## config.mk

```make
export PLATFORM = sky130hd
export DESIGN_NAME = alu_addsub_seq
export DESIGN_NICKNAME = d
export VERILOG_FILES = /design/src/rtl/alu_addsub_seq.sv
export SDC_FILE = /design/constraint.sdc
export NUM_CORES = 1
export LEC_CHECK = 0
export ABC_AREA = 1
export CORE_MARGIN = 4
export CORE_UTILIZATION = 45
export CTS_CLUSTER_SIZE = 40
export DETAILED_ROUTE_END_ITERATION = 6
export PLACE_DENSITY = 0.73
export RECOVER_POWER = 50
export SYNTH_ARGS = -nofsm -noshare
export SYNTH_HDL_FRONTEND = slang
export SYNTH_SLANG_ARGS = --single-unit
export TNS_END_PERCENT = 20
```

## constraint.sdc

```tcl
create_clock -name clk -period 3.8 [get_ports clk]
set_clock_uncertainty 0.1 [all_clocks]
set_input_delay 0.57 -clock clk [delete_from_list [all_inputs] [get_ports clk]]
set_output_delay 0.57 -clock clk [all_outputs]
set_load 0.02 [all_outputs]
```

## src/rtl/alu_addsub_seq.sv

```systemverilog
// Multi-cycle XM23 add/subtract unit: carry chain walked CHUNK bits per clock,
// producing result plus V/N/Z/C flags behind valid/ready handshakes.
module alu_addsub_seq #(
  parameter int WIDTH = 16,
  parameter int CHUNK = 4
) (
  input  logic             clk,
  input  logic             rst,
  input  logic             in_valid,
  output logic             in_ready,
  input  logic [2:0]       op,
  input  logic             byte_mode,
  input  logic [WIDTH-1:0] a,
  input  logic [WIDTH-1:0] b,
  input  logic             carry_in,
  output logic             out_valid,
  input  logic             out_ready,
  output logic [WIDTH-1:0] result,
  output logic             res_wr,
  output logic [15:0]      psw_out,
  output logic [15:0]      psw_msk
);

  localparam int NCH   = WIDTH / CHUNK;
  localparam int NCH_B = 8 / CHUNK;
  localparam int CW    = (NCH > 1) ? $clog2(NCH) : 1;

  localparam logic [CW-1:0]    LAST_W    = CW'(NCH - 1);
  localparam logic [CW-1:0]    LAST_B    = CW'(NCH_B - 1);
  localparam logic [WIDTH-1:0] BYTE_MASK = WIDTH'(255);

  localparam logic [2:0] OP_ADD  = 3'd0;
  localparam logic [2:0] OP_ADDC = 3'd1;
  localparam logic [2:0] OP_SUB  = 3'd2;
  localparam logic [2:0] OP_SUBC = 3'd3;
  localparam logic [2:0] OP_CMP  = 3'd4;

  typedef enum logic [1:0] {IDLE, RUN, DONE} state_t;

  state_t           state_q, state_d;
  logic [CW-1:0]    cnt_q;
  logic [WIDTH-1:0] a_q, bx_q, sum_q, sum_now;
  logic [2:0]       op_q;
  logic             byte_q, carry_q;
  logic [CHUNK-1:0] a_sl, b_sl;
  logic [CHUNK:0]   slice;
  logic             last_chunk, accept, sub_in, cin_sel;

  // V/N/Z/C taken at the active-width MSB; C is the final chain carry.
  function automatic logic [15:0] calc_psw(input logic [WIDTH-1:0] s,
                                           input logic [WIDTH-1:0] av,
                                           input logic [WIDTH-1:0] bv,
                                           input logic             bm,
                                           input logic             c);
    logic n, z, v, sa, sb;
    if (bm) begin
      n  = s[7];
      sa = av[7];
      sb = bv[7];
      z  = (s[7:0] == 8'h00);
    end else begin
      n  = s[WIDTH-1];
      sa = av[WIDTH-1];
      sb = bv[WIDTH-1];
      z  = (s == '0);
    end
    v = (sa == sb) && (n != sa);
    return {11'b0, v, 1'b0, n, z, c};
  endfunction

  // Byte mode keeps the destination's upper bits; CMP and reserved ops echo A.
  function automatic logic [WIDTH-1:0] merge_result(input logic [WIDTH-1:0] s,
                                                    input logic [WIDTH-1:0] av,
                                                    input logic             bm,
                                                    input logic [2:0]       o);
    logic [WIDTH-1:0] m;
    m = bm ? BYTE_MASK : '1;
    if (o <= OP_SUBC) return (s & m) | (av & ~m);
    return av;
  endfunction

  assign in_ready   = (state_q == IDLE) && !rst;
  assign accept     = in_valid && in_ready;
  assign sub_in     = (op == OP_SUB) || (op == OP_SUBC) || (op == OP_CMP);
  assign last_chunk = byte_q ? (cnt_q == LAST_B) : (cnt_q == LAST_W);

  always_comb begin
    cin_sel = 1'b0;
    case (op)
      OP_ADDC, OP_SUBC: cin_sel = carry_in;
      OP_SUB,  OP_CMP:  cin_sel = 1'b1;
      default:          cin_sel = 1'b0;
    endcase
  end

  // Current chunk select and one CHUNK-wide slice of the carry chain.
  always_comb begin
    a_sl    = '0;
    b_sl    = '0;
    sum_now = sum_q;
    for (int k = 0; k < NCH; k++) begin
      if (cnt_q == CW'(k)) begin
        a_sl = a_q[k*CHUNK +: CHUNK];
        b_sl = bx_q[k*CHUNK +: CHUNK];
      end
    end
    slice = {1'b0, a_sl} + {1'b0, b_sl} + {{CHUNK{1'b0}}, carry_q};
    for (int k = 0; k < NCH; k++) begin
      if (cnt_q == CW'(k)) sum_now[k*CHUNK +: CHUNK] = slice[CHUNK-1:0];
    end
  end

  always_ff @(posedge clk or posedge rst) begin
    if (rst) state_q <= IDLE;
    else     state_q <= state_d;
  end

  always_comb begin
    state_d = state_q;
    unique case (state_q)
      IDLE:    if (accept)     state_d = RUN;
      RUN:     if (last_chunk) state_d = DONE;
      DONE:    if (out_ready)  state_d = IDLE;
      default:                 state_d = IDLE;
    endcase
  end

  // Operand latch and running sum; no reset needed, always reloaded on accept.
  always_ff @(posedge clk) begin
    if (accept) begin
      a_q     <= a;
      bx_q    <= sub_in ? ~b : b;
      op_q    <= op;
      byte_q  <= byte_mode;
      carry_q <= cin_sel;
    end else if (state_q == RUN) begin
      carry_q <= slice[CHUNK];
      sum_q   <= sum_now;
    end
  end

  // Counter and registered outputs; reset discards any partial operation.
  always_ff @(posedge clk or posedge rst) begin
    if (rst) begin
      cnt_q     <= '0;
      out_valid <= 1'b0;
      result    <= '0;
      res_wr    <= 1'b0;
      psw_out   <= '0;
      psw_msk   <= '0;
    end else begin
      unique case (state_q)
        IDLE: if (accept) cnt_q <= '0;
        RUN: begin
          cnt_q <= cnt_q + CW'(1);
          if (last_chunk) begin
            cnt_q     <= '0;
            out_valid <= 1'b1;
            result    <= merge_result(sum_now, a_q, byte_q, op_q);
            res_wr    <= (op_q <= OP_SUBC);
            psw_out   <= (op_q <= OP_CMP)
                         ? calc_psw(sum_now, a_q, bx_q, byte_q, slice[CHUNK]) : 16'h0000;
            psw_msk   <= (op_q <= OP_CMP) ? 16'h0017 : 16'h0000;
          end
        end
        DONE: if (out_ready) out_valid <= 1'b0;
        default: ;
      endcase
    end
  end

endmodule

```

# == After elaboration in Yosys (flattened, before gate mapping) ==
# Index checks and enable logic that the tools add are counted.
# totals
ff_bits,107
latchBits,0
mem_bits_rw,0
romBits,0
output_inout_bits,51
wordCells,103
memories,0
# op_classes
n_addsub,3
multipliers,0
div_mod_pow,0
n_lt_le_gt_ge,2
eq_ne,14
n_shift,0
muxes,45
bitwise_logic,6
n_reduce_logical,20
# op_table
cell,n
$mux W16,4
$mux W4,12
$and A16 B16 Y16,2
$not A16 Y16,2
$mux W1,18
$logic_not A16 Y1,1
$or A16 B16 Y16,1
$mux W2,5
$mux W5,2
$logic_not A8 Y1,1
$eq A2 B2 Y1 const B,3
$eq A3 B2 Y1 const B,2
$ne A2 B2 Y1 const B,3
$pmux W2 S3,1
$reduce_and A2 Y1,3
$reduce_and A3 Y1,2
$reduce_bool A2 Y1,3
$add A4 B4 Y5,1
$add A5 B1 Y5,1
$eq A2 B1 Y1 const B,2
$logic_not A2 Y1,2
$pmux W1 S2,2
$pmux W2 S2,1
$reduce_or A2 Y1,2
other kinds (11),14

# == Depth between registers and ports, before layout ==
# Gate-level depths: netlist of the first run.
# depth
word_depth,14
ltp_mapped,20

# == Worst setup path after synthesis of the first run ==
# OpenSTA, ideal clock, no wires.
# synth_path
kind,register -> register
startpoint,reg cnt_q[0]
endpoint,reg psw_out[1]
setup_time_ns,0.065
t_arrival_ns,2.934
required_ns,3.635
slack_ns,0.701
stages_incl_launch_ff,18
n_path_buf,0
cell_sequence,dfrtp_1 inv_1 ha_1 inv_1 nor2_2 a22oi_1 o21ai_0 o21ai_0 fa_1 fa_1 nand2_1 o21ai_0 nand3_1 nor2_1 nand4_1 nor2_1 nand2_1 nand2_1
# synth_between
elab_chain_cells,11
elab_cells_between_ends,24
classes_between,add/sub: 2; eq/ne: 3; mux: 15; reduce/logical: 4
# synth_lines
element,line_no,rtl
start: declaration,41,logic [CW-1:0] cnt_q;
start signal: assignment,155,cnt_q <= cnt_q + CW'(1);
$logic_not A2 Y1,"102, 109",
$mux W4 (4 in a row),102,if (cnt_q == CW'(k)) begin
$add A4 B4 Y5,107,"slice = {1'b0, a_sl} + {1'b0, b_sl} + {{CHUNK{1'b0}}, carry_q};"
$add A5 B1 Y5,107,
$mux W4,109,if (cnt_q == CW'(k)) sum_now[k*CHUNK +: CHUNK] = slice[CHUNK-1:0];
$logic_not A16 Y1 / $logic_not A8 Y1 (equally long branches),"65, 60",
$mux W1,56,if (bm) begin
$mux W5,162,"? calc_psw(sum_now, a_q, bx_q, byte_q, slice[CHUNK]) : 16'h0000;"
end signal: assignment,161,psw_out <= (op_q <= OP_CMP)
end: declaration,20,"output logic [15:0] psw_out,"
# Parallel ways exist; a longest one is shown, timed or not.
# A chain may end at the register's enable or synchronous reset.

# == Worst setup path after layout of the first run ==
# Same ends and word-level chain as after synthesis.

==> flow_metrics.tcl, run 1 <==
set metrics [dict create \
    ys.flop_type "edfxtp_1" \
    endpoint_kind "register" \
    ir_drop_mv 0.399 \
    via_per_inst 5.18 \
    hold_path.class "register to register" \
    crit_family "adder cells" \
    synth_top_area_share_pct 39.9 \
    min_period_ns 3.45 \
    post-dp-hpwl_um 6680 \
    antenna_found_initial 0 \
    chipWidth_um 102 \
    cts_root_buf "clkbuf_8" \
    fill_cells 765 \
    rr_worst_depth 17 \
    finalSetupViolCount 0 \
    postLayoutCoreUtil_pct 55.5 \
    area_growth_pct 20.7 \
    multi_input_area_um2 1380 \
    ys_ff_latch 80 \
    synthArstFlopShare_pct 33.8 \
    ant_nets 0 \
    cts.htree.levels 3 \
    maxSlewHeadroom_pct -26.1 \
    avgSynthCellArea_um2 10.1 \
    synth_edf_count 53 \
    first_pass_iters 5 \
    worst_pin_slew_ns 1.89 \
    synth_seq_area_share_pct 56.8 \
    grt_pass1_vias 2803 \
    wl_per_cell_um 15.1 \
    regArea_um2 2270 \
    worstSetupPathType "register to register" \
    violations "max-capacitance violations, max-slew violations" \
    cp.depth 17 \
    grt_usage_pct 17.4 \
    clk_latency_ns 0.34 \
    rows 34 \
    gp_congestion 0.890 \
    crit_fanout 8 \
    grt_max_degree 39 \
    slowest_delay_ns 0.63 \
    p_per_area_nw_per_um2 851 \
    grt_pass1_wl_um 13900 \
    crit_chain "inv_1 -> ha_2 -> inv_1 -> nor2_4 -> a22oi_1 -> o21ai_0 -> o21ai_0 -> fa_1 -> fa_1 -> nand2_1 -> o21ai_0 -> nand3_1 -> nor2_1 -> nand4_1 -> nor2_1 -> nand2_1 -> nand2_1" \
    status "complete, but fails checks" \
    rsz0062_at_grt "false" \
    synthesis.area_um2 3990 \
    die_h_um 102 \
    numPortBuffers 67 \
    final_net_count 514 \
    cp_num_buf_inv 2 \
    grt_overflow 0 \
    cts_made_buffers 9 \
    cap_violations 1 \
    cts.sinks 80 \
    synth_cells 396 \
    clk_path_buf_depth 2 \
    cts_tree "done" \
    p_leak_nw 2.03 \
    cts_hold_buf 0 \
    critPathSlowestCell "fa_1" \
    vias 2991 \
    start_util_pct 46.0 \
    wirelength_um 8720 \
    ys_types 33 \
    drc 0 \
    path_clk_slew_ns 0.08 \
    worstHoldPathCells 2 \
    antennaDiodeCount 0 \
    num_io_pins 92 \
    drv_slew 39 \
    die_area_um2 10400 \
    fin_setup_tns_ns 0 \
    synth.most_common_cell "nand2_1" \
    critPathArrivalTime_ns 3.64 \
    timing.final.hold_violations 0 \
    synth_top_cells_by_area "edfxtp_1 (40%), dfrtp_1 (17%), nand2_1 (7.0%)" \
    layout-drive-gt1-share_pct 7.89 \
    core_area_um2 8680 \
    first_iter_violations 302 \
    period_share_pct 90.9 \
    yosysWarnings 0 \
    synthTopCellsByCount "nand2_1 (74), edfxtp_1 (53), inv_1 (39)" \
    yosysTopAreaCell "edfxtp_1" \
    worstPathRequired_ns 3.99 \
    crit_path_start_kind "register" \
    fmax_mhz 290 \
]
-- worst reg2reg max path: cells and delay by family, from the launching register on --
family | cells | cell delay, ns
buf+inv | 2 | 0.23
flops | 1 | 0.41
simple gates | 8 | 0.78
compound gates | 4 | 0.53
fa+ha+maj | 3 | 1.35
-- cell type report --
type | count | area share, %
clock buffers | 11 | 2.94
well taps | 108 | 2.81
repair buffers | 72 | 14.5
inverters | 42 | 3.33
clock inverters | 5 | 0.675
flip-flops and latches | 80 | 47.1
multi-input cells | 259 | 28.6
-- what timing repair did --
| action | CTS | global route |
|---|---|---|
| endpoints found under the setup margin | 0 | 3 |
| gates resized for setup | 0 | 3 |
| buffers inserted | 0 | 0 |
-- layer usage --
layer / vias up / routed length (µm) / share of wire (%) / GRT usage [%]
met4: 0 / 93 / 1.1 / 5.05
met1: 1406 / 3630 / 42 / 23.6
li1: 1412 / - / - / -
met3: 11 / 658 / 7.5 / 4.10
met5: - / 0 / 0 / 0
met2: 162 / 4340 / 50 / 28.3
-- registers in the layout, summed over array words and instances, names as in the netlist --
signal / flops
a_q: 16
bx_q: 16
byte_q: 1
carry_q: 1
cnt_q: 2
op_q: 3
out_valid: 1
psw_msk: 1
psw_out: 4
res_wr: 1
result: 16
state_q: 2
sum_q: 16
-- report_power, final --
group / internal (W) / switching [W]
sequential: 0.00131 / 0.000135
combinational: 0.000762 / 0.00133
clock: 0.000253 / 0.000299
-- metrics by stage --
stage | total power (W) | cell area (µm²) | hold slack [ns] | setup slack (ns) | instances
final | 0.00410 | 4820 | 0.377 | 0.347 | 577
after global placement | 0.00351 | 4640 | 0.365 | 0.386 | 561
after floorplan | 0.00286 | 4080 | 0.401 | 0.701 | 419
after CTS | 0.00410 | 4820 | 0.390 | 0.236 | 577
after detailed placement | 0.00355 | 4640 | 0.371 | 0.256 | 561
after global routing | 0.00441 | 4820 | 0.399 | 0.00560 | 577
-- layout by cell type (no fill, tap or decap), types with 10 or more instances in the layout --
cell | synthesis | final
conb_1 | 1 | 24
nand2_1 | 74 | 74
dfrtp_1 | 27 | 27
inv_1 | 39 | 39
nand3_1 | 21 | 21
xor2_1 | 16 | 16
clkbuf_8 | 0 | 10
o21ai_0 | 24 | 23
a21oi_1 | 23 | 23
nor2_1 | 26 | 26
dlygate4sd3_1 | 0 | 22
clkdlybuf4s50_1 | 0 | 45
edfxtp_1 | 53 | 53
-- path summary, 6_finish.rpt --
kind / start / end / slack [ns]
setup / recovery: cnt_q[0] / psw_out[1] / 0.35
hold / removal: out_valid / out_valid / 0.38
setup reg to reg: cnt_q[0] / psw_out[1] / 0.35
hold reg to reg: out_valid / out_valid / 0.38
max in group asynchronous: rst / result[11] / 2.12
min in group asynchronous: rst / psw_out[1] / 0.85
-- logic make-up (layout without fill, tap and decap cells) --
family	count (synthesis)	after routing	share of synthesized area [%]
AOI/OAI and AO/OA	74	74	10.9
adders and majority gates	9	9	3.20
xor gates and xnor gates	16	16	3.51
other	1	24	0.0940
and+or+nand+nor	136	136	14.5
DFF	80	80	56.8
buffers and inverters	80	130	11.0
(Power assumes the default switching activity.)
==> inputs of run 2 (changes only) <==
--- a/config.mk
+++ b/config.mk
@@ -11,7 +11,6 @@
 export CTS_CLUSTER_SIZE = 40
 export DETAILED_ROUTE_END_ITERATION = 6
 export PLACE_DENSITY = 0.73
-export RECOVER_POWER = 50
 export SYNTH_ARGS = -nofsm -noshare
 export SYNTH_HDL_FRONTEND = slang
 export SYNTH_SLANG_ARGS = --single-unit
==> run 2 against run 1 <==
  * The run now ends clean
  * Worst setup slack better by 0.0092 ns
  * Power is essentially flat
  * Largest power group unchanged
  * Fmax increased by 0.27%
==> flow_metrics.tcl, run 2 (synthesis gave the netlist of run 1 again) <==
set metrics [dict create \
    status "completed" \
    cp_num_buf_inv 2 \
    rr_endpoint "psw_out[1]" \
    post-dp-hpwl_um 6680 \
    gp_congestion 0.890 \
    clk_latency_ns 0.34 \
    grt_overflow 0 \
    period_share_pct 90.6 \
    grt_pass1_vias 2803 \
    cts_tree "done" \
    die_h_um 102 \
    maxSlewHeadroom_pct 29.7 \
    rsz0062_at_grt "false" \
    final_area_um2 4820 \
    ir_drop_mv 0.397 \
    r2r_start "cnt_q[0]" \
    final_net_count 514 \
    placed_area_um2 4640 \
    p_per_area_nw_per_um2 850 \
    area_growth_pct 20.9 \
    cts_made_buffers 9 \
    slowest_delay_ns 0.63 \
    rr_worst_depth 17 \
    final_cell_mix "nand2_1 (74), clkdlybuf4s50_1 (67), edfxtp_1 (53)" \
    met1_usage_pct 23.6 \
    antenna_found_initial 0 \
    chipWidth_um 102 \
    first_iter_violations 306 \
    min_to "out_valid" \
    cts.htree.levels 3 \
    core_area_um2 8680 \
    grt_max_degree 39 \
    grt.met3_usage_pct 4.10 \
    cts.sinks 80 \
    crit_family "adder cells" \
    cts_resized 0 \
    die_area_um2 10400 \
    crit_path_start_kind "register" \
    antennaDiodeCount 0 \
    postLayoutCoreUtil_pct 55.6 \
    worst_pin_slew_ns 1.05 \
    crit_chain "inv_1 -> ha_2 -> inv_1 -> nor2_4 -> a22oi_1 -> o21ai_0 -> o21ai_0 -> fa_1 -> fa_1 -> nand2_1 -> o21ai_0 -> nand3_1 -> nor2_1 -> nand4_1 -> nor2_1 -> nand2_1 -> nand2_1" \
    min_period_ns 3.44 \
    numPortBuffers 67 \
    min_from "out_valid" \
    drc 0 \
    ant_nets 0 \
    critPathArrivalTime_ns 3.63 \
    vias 2964 \
    first_pass_iters 5 \
    p_leak_nw 2.03 \
    setup_slack_ns 0.357 \
    grt_usage_pct 17.4 \
    r2r_slack_ns 0.36 \
    finalSetupViolCount 0 \
    start_util_pct 46.0 \
    cap_violations 0 \
    worstSetupPathType "register to register" \
    place_ws_ns 0.256 \
    wirelength_um 8730 \
    hold_path.class "register to register" \
    busiest_layer "met2" \
    postCtsSetupRepairBufs 0 \
    fill_cells 765 \
    grt_use_met2_pct 28.3 \
    cts_hold_buf 0 \
    critPathSlowestCell "fa_1" \
    worstHoldPathCells 2 \
    grt_pass1_wl_um 13900 \
    fin_setup_tns_ns 0 \
    crit_fanout 8 \
    worstPathRequired_ns 3.99 \
    via_per_inst 5.14 \
    layout-drive-gt1-share_pct 8.32 \
    finalPower_w 0.00410 \
    rows 34 \
    cts_root_buf "clkbuf_8" \
    drv_slew 0 \
    timing.final.hold_violations 0 \
    path_clk_slew_ns 0.08 \
    num_io_pins 92 \
    fmax_mhz 290 \
    final_common_cell "nand2_1" \
    endpoint_kind "register" \
    clk_path_buf_depth 2 \
    wl_per_cell_um 15.1 \
]
## run 2: metal layers
layer	wire length, µm	vias up
met5	0	-
met1	3690	1407
met4	103	0
li1	-	1409
met2	4330	134
met3	608	14
## run 2: final cells by class
| cell class | count | area, µm² | share of cell area (%) |
|---|---|---|---|
| multi-input cells | 259 | 1380 | 28.6 |
| flip-flops and latches | 80 | 2270 | 47.0 |
| repair buffers | 72 | 708 | 14.7 |
| inverters | 42 | 160 | 3.32 |
| clock inverters | 5 | 32.5 | 0.674 |
| clock buffers | 11 | 141 | 2.93 |
| well taps | 108 | 135 | 2.80 |
## run 2: power breakdown
| part | leakage, nW | switching (W) | internal, W |
|---|---|---|---|
| clock | 0.0813 | 0.000298 | 0.000253 |
| combinational | 1.13 | 0.00133 | 0.000775 |
| sequential | 0.821 | 0.000134 | 0.00131 |
## run 2: tightest hold or removal path, cell delays in order (launching register included)
cell and delay, ns:
dfrtp_1 0.35, nand2_1 0.05, nand2_1 0.06
## run 2: worst max-delay path by stage
stage / startpoint / to / cells after the start
after CTS: cnt_q[0] / psw_out[1] / 17
after global routing: cnt_q[0] / psw_out[1] / 17
after detailed placement: cnt_q[0] / psw_out[1] / 17
after floorplan: cnt_q[0] / psw_out[1] / 17
after global placement: cnt_q[0] / psw_out[1] / 17
final: cnt_q[0] / psw_out[1] / 17
## run 2: metrics by stage
stage / cells / hold WS (ns)
after global placement: 561 / 0.365
final: 577 / 0.383
after detailed placement: 561 / 0.371
after floorplan: 419 / 0.401
after CTS: 577 / 0.390
after global routing: 577 / 0.404
==> inputs of run 3 (changes only) <==
--- a/config.mk
+++ b/config.mk
@@ -10,7 +10,8 @@
 export CORE_UTILIZATION = 45
 export CTS_CLUSTER_SIZE = 40
 export DETAILED_ROUTE_END_ITERATION = 6
-export PLACE_DENSITY = 0.73
+export PLACE_DENSITY_LB_ADDON = 0.15
+export SKIP_CTS_REPAIR_TIMING = 1
 export SYNTH_ARGS = -nofsm -noshare
 export SYNTH_HDL_FRONTEND = slang
 export SYNTH_SLANG_ARGS = --single-unit
==> run 3 against run 2 <==
  * Core utilization is 0.13 points higher
  * Hold slack better by 0.0065 ns
  * Fmax increased by 0.16%
  * Worst setup slack better by 0.0056 ns
  * Wire length grew 3.0%
  * Combinational power is essentially flat
  * Non-clock buffer count did not move
==> flow_metrics.tcl, run 3 (synthesis gave the netlist of run 1 again) <==
set metrics [dict create \
    area_growth_pct 21.2 \
    fmax_mhz 291 \
    r2r_start "cnt_q[0]" \
    rr_worst_depth 17 \
    power.switching_w 0.00177 \
    die_h_um 102 \
    min_to "psw_out[2]" \
    antennaDiodeCount 0 \
    postLayoutCoreUtil_pct 55.7 \
    first_iter_violations 240 \
    met1_usage_pct 24.4 \
    crit_family "adder cells" \
    antenna_found_initial 0 \
    core_area_um2 8680 \
    period_share_pct 90.5 \
    critPathSlowestCell "fa_2" \
    finalSetupViolCount 0 \
    wirelength_um 8990 \
    cts_tree "done" \
    layout-drive-gt1-share_pct 7.89 \
    min_period_ns 3.44 \
    ir_drop_mv 0.332 \
    numPortBuffers 67 \
    grt_overflow 0 \
    final_net_count 514 \
    die_area_um2 10400 \
    final_common_cell "nand2_1" \
    grt_pass1_vias 2928 \
    worstHoldPathCells 2 \
    crit_chain "inv_1 -> ha_2 -> inv_1 -> nor2_4 -> a22oi_1 -> o21ai_0 -> o21ai_0 -> fa_1 -> fa_2 -> nand2_1 -> o21ai_0 -> nand3_1 -> nor2_1 -> nand4_1 -> nor2_1 -> nand2_1 -> nand2_1" \
    via_per_inst 5.03 \
    critPathArrivalTime_ns 3.63 \
    rsz0062_at_grt "false" \
    cap_violations 0 \
    grt_pass1_wl_um 14400 \
    cts_root_buf "clkbuf_8" \
    worst_pin_slew_ns 1.10 \
    cts.sinks 80 \
    chipWidth_um 102 \
    clk_path_buf_depth 2 \
    grt.met3_usage_pct 3.96 \
    p_seq_share_pct 34.7 \
    gp_congestion 0.915 \
    clk_latency_ns 0.35 \
    combPwrFrac_pct 51.1 \
    ant_nets 0 \
    fin_setup_tns_ns 0 \
    clockPowerShare_pct 14.1 \
    grt_usage_pct 18.3 \
    sw_frac_of_total_pct 42.5 \
    cp_num_buf_inv 2 \
    maxSlewHeadroom_pct 26.6 \
    r2r_slack_ns 0.36 \
    status "completed" \
    timing.final.hold_violations 0 \
    endpoint_kind "register" \
    final_cell_mix "nand2_1 (74), clkdlybuf4s50_1 (67), edfxtp_1 (53)" \
    drc 0 \
    crit_fanout 8 \
    p_per_area_nw_per_um2 862 \
    hold_path.class "register to register" \
    rr_endpoint "psw_out[1]" \
    min_from "psw_out[2]" \
    start_util_pct 46.0 \
    rows 34 \
    grt_use_met2_pct 29.9 \
    vias 2905 \
    busiest_layer "met2" \
    path_clk_slew_ns 0.08 \
    wl_per_cell_um 15.6 \
    grt_max_degree 39 \
    worstPathRequired_ns 3.99 \
    cts.htree.levels 3 \
    crit_path_start_kind "register" \
    p_leak_nw 2.04 \
    slowest_delay_ns 0.61 \
    drv_slew 0 \
    cts_made_buffers 9 \
    p_int_w 0.00239 \
    first_pass_iters 4 \
    post-dp-hpwl_um 6830 \
    worstSetupPathType "register to register" \
    num_io_pins 92 \
]
[run 3: cell count changes in the layout (fill, tap and decap cells not counted), sizes merged]
cell / delta
clkinvlp: -2
bufinv: +1
clkbuf: +1
[run 3: worst max-delay path by stage]
stage / start / to / slack (ns) / cells after the start
after CTS: cnt_q[0] / psw_out[1] / 0.20 / 17
after global placement: cnt_q[0] / psw_out[1] / 0.41 / 17
final: cnt_q[0] / psw_out[1] / 0.36 / 17
after detailed placement: cnt_q[0] / psw_out[1] / 0.23 / 18
after floorplan: cnt_q[0] / psw_out[1] / 0.70 / 17
after global routing: cnt_q[0] / psw_out[1] / 0.02 / 17
[run 3: through the flow]
| step | std cells | hold slack (ns) | power [W] | setup WS [ns] | area [µm²] |
|---|---|---|---|---|---|
| CTS | 577 | 0.396 | 0.00416 | 0.199 | 4820 |
| detailed placement | 561 | 0.375 | 0.00357 | 0.232 | 4640 |
| global placement | 561 | 0.368 | 0.00352 | 0.414 | 4640 |
| floorplan | 419 | 0.401 | 0.00286 | 0.701 | 4080 |
| global route | 577 | 0.431 | 0.00450 | 0.0180 | 4830 |
| finish | 577 | 0.389 | 0.00417 | 0.362 | 4830 |
[run 3: layer usage]
layer	routed length [µm]	share of wire (%)
met1	3950	44
met2	4330	48
met3	552	6.1
met4	157	1.7
met5	0	0
[run 3: layout make-up]
cell class	count	area (µm²)
Fill cell	789	3840
Sequential cell	80	2270
Multi-Input combinational cell	259	1380
Timing Repair Buffer	72	708
Inverter	42	160
Clock buffer	12	135
Tap cell	108	135
Clock inverter	4	45.0
[run 3: power by group through the flow]
stage                     clock network, W  logic [W]  registers (W)
after floorplan                          0    0.00131        0.00155
after global placement                   0    0.00206        0.00146
after detailed placement                 0    0.00210        0.00146
after CTS                         0.000600    0.00211        0.00145
after global routing              0.000644    0.00238        0.00148
final                             0.000589    0.00213        0.00145
[run 3: worst min-delay path, delay by kind of cell (launching register included)]
kind	cells	cell delay, ns
flops	1	0.35
simple gates	2	0.11
